`config.mk`:
```
export PLATFORM = sky130hd
export DESIGN_NAME = avalon_edge_pio_in_flat
export DESIGN_NICKNAME = d
export VERILOG_FILES = /design/src/rtl/avalon_edge_pio_in_if.sv /design/src/rtl/avalon_edge_pio_in.sv /design/src/flat_wrapper.sv
export SDC_FILE = /design/constraint.sdc
export NUM_CORES = 1
export LEC_CHECK = 0
export BUFFER_PORTS_ARGS = -buffer_cell sky130_fd_sc_hd__clkbuf_2
export CAP_MARGIN = 10
export CORE_AREA = 2 2 140 142
export DETAILED_ROUTE_END_ITERATION = 8
export DIE_AREA = 0 0 142 144
export GPL_TIMING_DRIVEN = 0
export PLACE_DENSITY = 0.68
export SYNTH_ARGS = -nofsm -noshare
export SYNTH_HDL_FRONTEND = slang
export SYNTH_SLANG_ARGS = --single-unit
```
`constraint.sdc`:
```
create_clock -name clk -period 3.75 [get_ports clk]
set_clock_uncertainty 0.2 [all_clocks]
set_input_delay 0 -clock clk [delete_from_list [all_inputs] [get_ports clk]]
set_output_delay 0 -clock clk [all_outputs]
set_load 0.01 [all_outputs]
```
`src/rtl/avalon_edge_pio_in_if.sv`:
```
// Avalon-MM slave bus bundle for the edge-capturing input PIO.
// The interconnect drives the master side and the PIO uses the slave side.
interface avalon_edge_pio_in_if;
   logic [1:0]  address;
   logic        chipselect;
   logic        write_n;
   logic [31:0] writedata;
   logic [31:0] readdata;

   modport master (
      output address,
      output chipselect,
      output write_n,
      output writedata,
      input  readdata
   );

   modport slave (
      input  address,
      input  chipselect,
      input  write_n,
      input  writedata,
      output readdata
   );
endinterface

```
`src/rtl/avalon_edge_pio_in.sv`:
```
// Avalon-MM input PIO: synchronise, debounce, per-bit edge select, W1C edge capture
// and a maskable interrupt.
module avalon_edge_pio_in #(
   parameter int WIDTH           = 8,
   parameter int SYNC_STAGES     = 2,
   parameter int DEBOUNCE_CYCLES = 50000
) (
   input  logic                 clk,
   input  logic                 reset_n,
   avalon_edge_pio_in_if.slave  bus,
   input  logic [WIDTH-1:0]     in_port,
   output logic                 irq
);

   localparam int              CNT_W    = $clog2(DEBOUNCE_CYCLES + 1);
   localparam logic [CNT_W-1:0] CNT_TERM = CNT_W'(DEBOUNCE_CYCLES - 1);
   localparam logic [CNT_W-1:0] CNT_ONE  = CNT_W'(1);

   logic [SYNC_STAGES-1:0][WIDTH-1:0] sync_r;
   logic [WIDTH-1:0]                  sync_s;
   logic [WIDTH-1:0][CNT_W-1:0]       cnt_r;
   logic [WIDTH-1:0][CNT_W-1:0]       cnt_next_s;
   logic [WIDTH-1:0]                  deb_r;
   logic [WIDTH-1:0]                  deb_next_s;
   logic [WIDTH-1:0]                  deb_prev_r;
   logic [WIDTH-1:0]                  qual_s;
   logic [2*WIDTH-1:0]                edge_mode_r;
   logic [WIDTH-1:0]                  irq_mask_r;
   logic [WIDTH-1:0]                  edge_cap_r;
   logic [WIDTH-1:0]                  w1c_s;
   logic [WIDTH-1:0]                  cap_next_s;
   logic [31:0]                       rd_s;
   logic [31:0]                       readdata_r;
   logic                              wr_s;
   logic                              unused_wd_s;

   assign sync_s      = sync_r[SYNC_STAGES-1];
   assign wr_s        = bus.chipselect & ~bus.write_n;
   assign unused_wd_s = ^bus.writedata;

   always_ff @(posedge clk or negedge reset_n) begin
      if (!reset_n) begin
         sync_r <= '0;
      end else begin
         sync_r <= {sync_r[SYNC_STAGES-2:0], in_port};
      end
   end

   // A pending change must hold for DEBOUNCE_CYCLES consecutive clocks; any return aborts it.
   always_comb begin
      deb_next_s = deb_r;
      cnt_next_s = cnt_r;
      for (int i = 0; i < WIDTH; i++) begin
         if (sync_s[i] == deb_r[i]) begin
            cnt_next_s[i] = '0;
         end else if (cnt_r[i] == CNT_TERM) begin
            deb_next_s[i] = sync_s[i];
            cnt_next_s[i] = '0;
         end else begin
            cnt_next_s[i] = cnt_r[i] + CNT_ONE;
         end
      end
   end

   always_ff @(posedge clk or negedge reset_n) begin
      if (!reset_n) begin
         cnt_r      <= '0;
         deb_r      <= '0;
         deb_prev_r <= '0;
      end else begin
         cnt_r      <= cnt_next_s;
         deb_r      <= deb_next_s;
         deb_prev_r <= deb_r;
      end
   end

   // Qualify the debounced transition against the mode current while the new level is first visible.
   always_comb begin
      qual_s = '0;
      for (int i = 0; i < WIDTH; i++) begin
         qual_s[i] = (deb_r[i] & ~deb_prev_r[i] & edge_mode_r[2*i])
                   | (~deb_r[i] & deb_prev_r[i] & edge_mode_r[2*i+1]);
      end
   end

   always_comb begin
      w1c_s = '0;
      if (wr_s && (bus.address == 2'd3)) begin
         w1c_s = bus.writedata[WIDTH-1:0];
      end else begin
         w1c_s = '0;
      end
      cap_next_s = (edge_cap_r & ~w1c_s) | qual_s;
   end

   always_ff @(posedge clk or negedge reset_n) begin
      if (!reset_n) begin
         edge_mode_r <= '0;
         irq_mask_r  <= '0;
         edge_cap_r  <= '0;
      end else begin
         edge_cap_r <= cap_next_s;
         if (wr_s && (bus.address == 2'd1)) begin
            edge_mode_r <= bus.writedata[2*WIDTH-1:0];
         end
         if (wr_s && (bus.address == 2'd2)) begin
            irq_mask_r <= bus.writedata[WIDTH-1:0];
         end
      end
   end

   always_comb begin
      rd_s = 32'd0;
      case (bus.address)
         2'd0:    rd_s[WIDTH-1:0]   = deb_r;
         2'd1:    rd_s[2*WIDTH-1:0] = edge_mode_r;
         2'd2:    rd_s[WIDTH-1:0]   = irq_mask_r;
         2'd3:    rd_s[WIDTH-1:0]   = edge_cap_r;
         default: rd_s              = 32'd0;
      endcase
   end

   always_ff @(posedge clk or negedge reset_n) begin
      if (!reset_n) begin
         readdata_r <= 32'd0;
      end else begin
         readdata_r <= rd_s;
      end
   end

   assign bus.readdata = readdata_r;
   assign irq          = |(edge_cap_r & irq_mask_r);

endmodule

```
`src/flat_wrapper.sv`:
```
// flat-port wrapper written by rule: the top's interface ports become plain ports
module avalon_edge_pio_in_flat 
#(
   parameter int WIDTH           = 8,
   parameter int SYNC_STAGES     = 2,
   parameter int DEBOUNCE_CYCLES = 50000
)
  (clk, reset_n, in_port, irq, bus_address, bus_chipselect, bus_write_n, bus_writedata, bus_readdata);
  avalon_edge_pio_in_if bus_i ();
  input  logic clk;
  input  logic reset_n;
  input  logic [WIDTH-1:0] in_port;
  output logic irq;
  input wire logic [$bits(bus_i.address)-1:0] bus_address;
  input wire logic [$bits(bus_i.chipselect)-1:0] bus_chipselect;
  input wire logic [$bits(bus_i.write_n)-1:0] bus_write_n;
  input wire logic [$bits(bus_i.writedata)-1:0] bus_writedata;
  output wire logic [$bits(bus_i.readdata)-1:0] bus_readdata;
  assign bus_i.address = bus_address;
  assign bus_i.chipselect = bus_chipselect;
  assign bus_i.write_n = bus_write_n;
  assign bus_i.writedata = bus_writedata;
  assign bus_readdata = bus_i.readdata;
  avalon_edge_pio_in #(.WIDTH(WIDTH), .SYNC_STAGES(SYNC_STAGES), .DEBOUNCE_CYCLES(DEBOUNCE_CYCLES)) u_core (.clk(clk), .reset_n(reset_n), .bus(bus_i), .in_port(in_port), .irq(irq));
endmodule
```
Word-level counts from Yosys, hierarchy flattened
Cells that the tools add are included.
{ "word_totals": {"reg_bits": 208, "latch_bits": 0, "ramBits": 0, "mem_bits_ro": 0, "in_bits": 46, "elab_cells": 152, "memories": 0} }
{ "op_classes": {"add_sub_neg": 8, "multipliers": 0, "n_div": 0, "order_cmp": 0, "eq_ne": 19, "shifts": 0, "n_mux": 19, "n_bitwise": 70, "reduce_logical": 13} }
{ "ops": {"columns": ["operator", "n"], "rows": [
  ["two-way mux 16 bit", 16],
  ["adder 16 x 1 -> 16 bit, second input constant", 8],
  ["== test 16 bit, second input constant", 8],
  ["bitwise AND 1 bit", 33],
  ["case mux 8 bit (4 select lines)", 1],
  ["inverter 1 bit", 25],
  ["bitwise AND 8 bit", 2],
  ["two-way mux 8 bit", 2],
  ["AND reduction 2 bit", 8],
  ["== test 1 bit", 8],
  ["inverter 8 bit", 1],
  ["OR 1 bit", 8],
  ["OR 8 bit", 1],
  ["OR reduction 8 bit", 1],
  ["== test 2 bit, second input constant", 2],
  ["logical AND 1 bit", 3],
  ["== test 2 x 1 -> 1 bit, second input constant", 1],
  ["logical NOT 2 bit", 1]
]} }

Longest topological paths before layout
{ "logic_depth": {"word_depth": 7, "mapped_depth": 6, "mapped_depth_nobuf": 5} }

Worst setup path before layout
OpenSTA, ideal clock, no wires.
{ "synth_timing": {"kind": "register -> register", "startpoint": "register u_core.cnt_r[112] (netlist bit)", "endpoint": "register u_core.deb_r[7]", "arrival_time_ns": 1.635, "required_time_ns": 3.425, "slack_ns": 1.790, "stages_incl_launch_ff": 5, "path_buffers": 0, "cell_sequence": "dfrtp_1 ha_1 nand3_1 or4_4 mux2_4"} }
{ "synth_between": {"elab_chain_len": 2} }
{ "synth_rtl": {"columns": ["element", "line_no", "source"], "rows": [
  ["start, declared", "avalon_edge_pio_in.sv:21", "logic [WIDTH-1:0][CNT_W-1:0] cnt_r;"],
  ["start signal, assigned", "avalon_edge_pio_in.sv:71", "cnt_r <= cnt_next_s;"],
  ["== test 16 bit", "avalon_edge_pio_in.sv:56", "end else if (cnt_r[i] == CNT_TERM) begin"],
  ["AND reduction 2 bit (no source line)", null, null],
  ["end signal, assigned", "avalon_edge_pio_in.sv:72", "deb_r <= deb_next_s;"],
  ["end, declared", "avalon_edge_pio_in.sv:23", "logic [WIDTH-1:0] deb_r;"]
]} }
No other way between the ends.
A chain may end at the register's enable or synchronous reset.

Worst setup path in the final report
{ "layout_timing": {"startpoint": "input bus_address[0]", "endpoint": "register u_core.edge_mode_r[2]"} }
{ "layout_between": {"elab_chain_len": 2} }
{ "layout_rtl": {"columns": ["element", "line_no", "source"], "rows": [
  ["start, declared", "flat_wrapper.sv:14", "input wire logic [$bits(bus_i.address)-1:0] bus_address;"],
  ["== test 2 x 1 -> 1 bit", "avalon_edge_pio_in.sv:103", "if (wr_s && (bus.address == 2'd1)) begin"],
  ["logical AND 1 bit", "avalon_edge_pio_in.sv:103", null],
  ["end signal, assigned", "avalon_edge_pio_in.sv:104", "edge_mode_r <= bus.writedata[2*WIDTH-1:0];"],
  ["end, declared", "avalon_edge_pio_in.sv:27", "logic [2*WIDTH-1:0] edge_mode_r;"]
]} }
No other way between the ends.

==> results.py <==
metrics = {
    "yosys": {
        "synth_area_mm2": 0.00935,
        "synthTopCellsByArea": "dfrtp_1 56%, xnor2_1 8.8%, nor2_1 6.1%",
        "ys_warn_count": 0,
        "synth_edf_count": 0,
        "syn_avg_cell_area_um2": 11.0,
        "synth_seq_area_share_pct": 55.7,
        "synth.largest_area_cell": "dfrtp_1",
        "ys_ff_latch": 208,
        "synth.top_cell.area_share_pct": 55.7,
        "synthFlopType": "dfrtp_1",
        "yosys.cell_types.count": 44,
        "async_flop_share_pct": 100,
        "syn_inst": 849,
    },
    "floorplanning": {
        "rows": 51,
        "initial_core_util_pct": 49.0,
        "dieWidth_um": 142,
        "dieArea_mm2": 0.0204,
        "core_area_mm2": 0.0191,
        "ioPinCount": 79,
        "fp.dieH_um": 144,
    },
    "setup_path": {
        "rrSetupSlack_ns": 1.47,
        "critPathSlowestCell": "nor2b_1",
        "worstSetupPathType": "input pin to register",
        "worst_path_most_repeated_cell": "buf_2",
        "startpoint": "bus_address[0]",
        "required_ns": 3.93,
        "reg2reg_to": "u_core.cnt_r[56]",
        "rr_startpoint": "u_core.cnt_r[48]",
        "path_buf_inv": 4,
        "end_kind": "register",
        "critPathCapture": "u_core.edge_mode_r[2]",
        "reg2regPathDepth": 6,
        "path_cells": "dlygate4sd3_1, clkbuf_2, nor2b_1, and3b_1, buf_2, buf_2, mux2_2",
        "max_stage_delay_ns": 0.80,
        "cp.arrival_ns": 2.71,
        "path_depth": 7,
        "start_kind": "input pin",
        "crit_family": "buffers and inverters",
        "worstPathMaxFanout": 10,
    },
    "timing": {
        "max-slew-margin-rel_pct": 32.2,
        "hold_viol": 0,
        "fin_ws_ns": 1.22,
        "finalSetupViolations": 0,
        "rsz0062_at_grt": "no",
        "tightest_slew_ns": 1.01,
        "period_minus_slack_ns": 2.53,
        "period_share_pct": 67.5,
        "fmax_mhz": 395,
        "slew_viol_final": 0,
    },
    "global_route": {
        "grt_max_degree": 97,
        "grt-ovfl-total": 0,
        "grtUsageTotal_pct": 18.2,
        "antenna_found_initial": 0,
        "grt_pass1_wl_mm": 30.3,
        "grt_pass1_vias": 6131,
    },
    "cts": {
        "clk_latency_ns": 0.50,
        "clock_path_buffers": 3,
        "cts-root-buf": "clkbuf_16",
        "post_cts_resized": 0,
        "post_cts_buffers": 0,
        "cts_tree": "done",
        "cts_hold_buf": 39,
        "cts_htree_levels": 1,
        "cts.clk_slew.worst_paths_ns": 0.06,
        "clock_sinks": 208,
        "numCtsBuffers": 23,
    },
    "placement": {
        "place_hpwl_mm": 12.0,
        "dpl_cell_area_mm2": 0.0100,
        "port_buffers": 46,
        "gp_congestion": 0.803,
        "place_ws_ns": 1.20,
    },
    "routing": {
        "dr.first_iter.drc_count": 333,
        "ant_nets": 0,
        "drcViolationCount": 0,
        "postRouteWirelength_mm": 17.9,
        "vias": 6377,
        "wl_per_cell_um": 14.6,
        "dr.pass1.iters": 4,
        "vias_per_cell": 5.20,
    },
    "power_and_ir_drop": {
        "p_leak_nw": 4.73,
        "total_power_w": 0.00507,
        "ir_worst_vdd_uv": 317,
        "p_per_area_mw_per_mm2": 455,
    },
    "finish": {
        "syn_to_final_growth_pct": 19.1,
        "fillers": 1601,
        "fin_area_mm2": 0.0111,
        "antenna_cells": 0,
        "drive_gt1_share_pct": 15.7,
        "fin_nets": 1030,
    },
    "worst_hold_path": {
        "min_path_type": "input pin to register",
    },
    "run_status": {
        "outcome": "finished clean",
    },
    "job": {
        "maxCapViolCount": 0,
    },
}
[power by group]
part | internal [W] | switching [W] | total, W
clock | 0.00138 | 0.000851 | 0.00223
sequential | 0.00237 | 0.0000992 | 0.00247
combinational | 0.000190 | 0.000179 | 0.000369
total | 0.00394 | 0.00113 | 0.00507
[tightest hold or removal path, delay by kind of cell]
kind | cells | cell delay, ns
buffers and inverters | 2 | 0.34
AND/OR/NAND/NOR | 1 | 0.14
multiplexers | 1 | 0.19
[worst min path at each step]
| stage | cells after the start | slack, ns | start | to |
|---|---|---|---|---|
| after detailed placement | 1 | -0.29 | reset_n | u_core.cnt_r[126] |
| after global routing | 4 | 0.03 | bus_chipselect | u_core.edge_mode_r[14] |
| after global placement | 1 | -0.09 | in_port[1] | u_core.sync_r[1] |
| after CTS | 4 | 0.009 | bus_chipselect | u_core.edge_mode_r[14] |
| after floorplan | 0 | -0.50 | reset_n | u_core.bus.readdata[0] |
| final | 4 | 0.007 | bus_chipselect | u_core.edge_mode_r[14] |
[cell usage in the layout (no fill, tap or decap), types with 2 or more instances in the layout]
cell type	synthesis	routed
a21oi_1	4	4
a22oi_1	4	4
a31o_2	2	2
and2_1	9	9
and3_1	7	7
buf_16	0	2
buf_2	7	7
buf_4	17	17
bufinv_16	0	3
clkbuf_1	6	11
clkbuf_16	0	23
clkbuf_2	0	45
clkbuf_8	0	4
clkinv_2	0	3
conb_1	1	16
dfrtp_1	208	208
dlygate4sd3_1	0	38
ha_1	8	8
inv_1	26	26
mux2_2	31	31
mux4_2	8	8
nand2_1	58	58
nand3_1	45	45
nand3b_1	8	8
nand4_1	33	33
nand4b_1	2	2
nor2_1	151	151
nor3_1	28	28
nor4_1	32	32
nor4b_1	4	4
nor4bb_1	9	9
o211ai_1	5	5
o41ai_4	3	3
or4_4	2	2
xnor2_1	94	94
xor2_1	22	22
[Yosys cell counts, drive strengths merged, types with 5 or more instances]
cell	number
dfrtp	208
nor2	151
xnor2	94
nand2	58
nand3	45
nand4	33
mux2	32
nor4	32
nor3	28
inv	26
buf	25
xor2	22
and2	9
nor4bb	9
ha	8
mux4	8
nand3b	8
and3	7
clkbuf	6
o211ai	5
[routing by layer]
metal	wire [um]	vias up	GRT usage [%]	share of wire [%]
li1	-	3150	-	-
met1	8340	3115	25.1	47
met2	8550	88	29.9	48
met3	713	24	3.34	4.0
met4	330	0	4.68	1.8
met5	0	-	0	0
[layout make-up]
cell class | count | area (um2) | share of cell area, %
Sequential cell | 208 | 5200 | 46.7
Multi-Input combinational cell | 599 | 3910 | 35.1
Clock inverter | 6 | 105 | 0.944
Inverter | 26 | 97.6 | 0.876
Buffer | 31 | 196 | 1.76
Tap cell | 238 | 298 | 2.67
Timing Repair Buffer | 87 | 694 | 6.23
Clock buffer | 31 | 636 | 5.71
[state kept, by name, summed over array words and instances (netlist names)]
register / flops
u_core.cnt_r: 128
u_core.bus.readdata: 16
u_core.edge_mode_r: 16
u_core.deb_prev_r: 8
u_core.deb_r: 8
u_core.edge_cap_r: 8
u_core.irq_mask_r: 8
u_core.sync_r: 8
u_core.sync_s: 8
[through the flow]
step / util, % / hold slack, ns / setup TNS, ns / cells
detailed placement: 52.4 / -0.295 / 0 / 1150
floorplan: - / -0.496 / 0 / 864
finish: 58.4 / 0.00651 / 0 / 1226
global route: 58.4 / 0.0346 / 0 / 1226
global placement: 52.1 / -0.0910 / -314.98 / 1148
CTS: 58.4 / 0.00930 / 0 / 1226
[cell families (layout without fill, tap and decap cells)]
| group | Yosys count | after routing | share of synthesized area (%) |
|---|---|---|---|
| AND/OR/NAND/NOR | 396 | 396 | 20.8 |
| flip-flops | 208 | 208 | 55.7 |
| XOR/XNOR | 116 | 116 | 10.9 |
| buffers and inverters | 57 | 181 | 3.14 |
| multiplexers | 40 | 40 | 5.82 |
| AO/OA/AOI/OAI | 23 | 23 | 2.56 |
| adder cells (fa/ha/maj) | 8 | 8 | 1.07 |
| other | 1 | 16 | 0.0401 |
No activity file was read; power rests on OpenSTA's default activity.
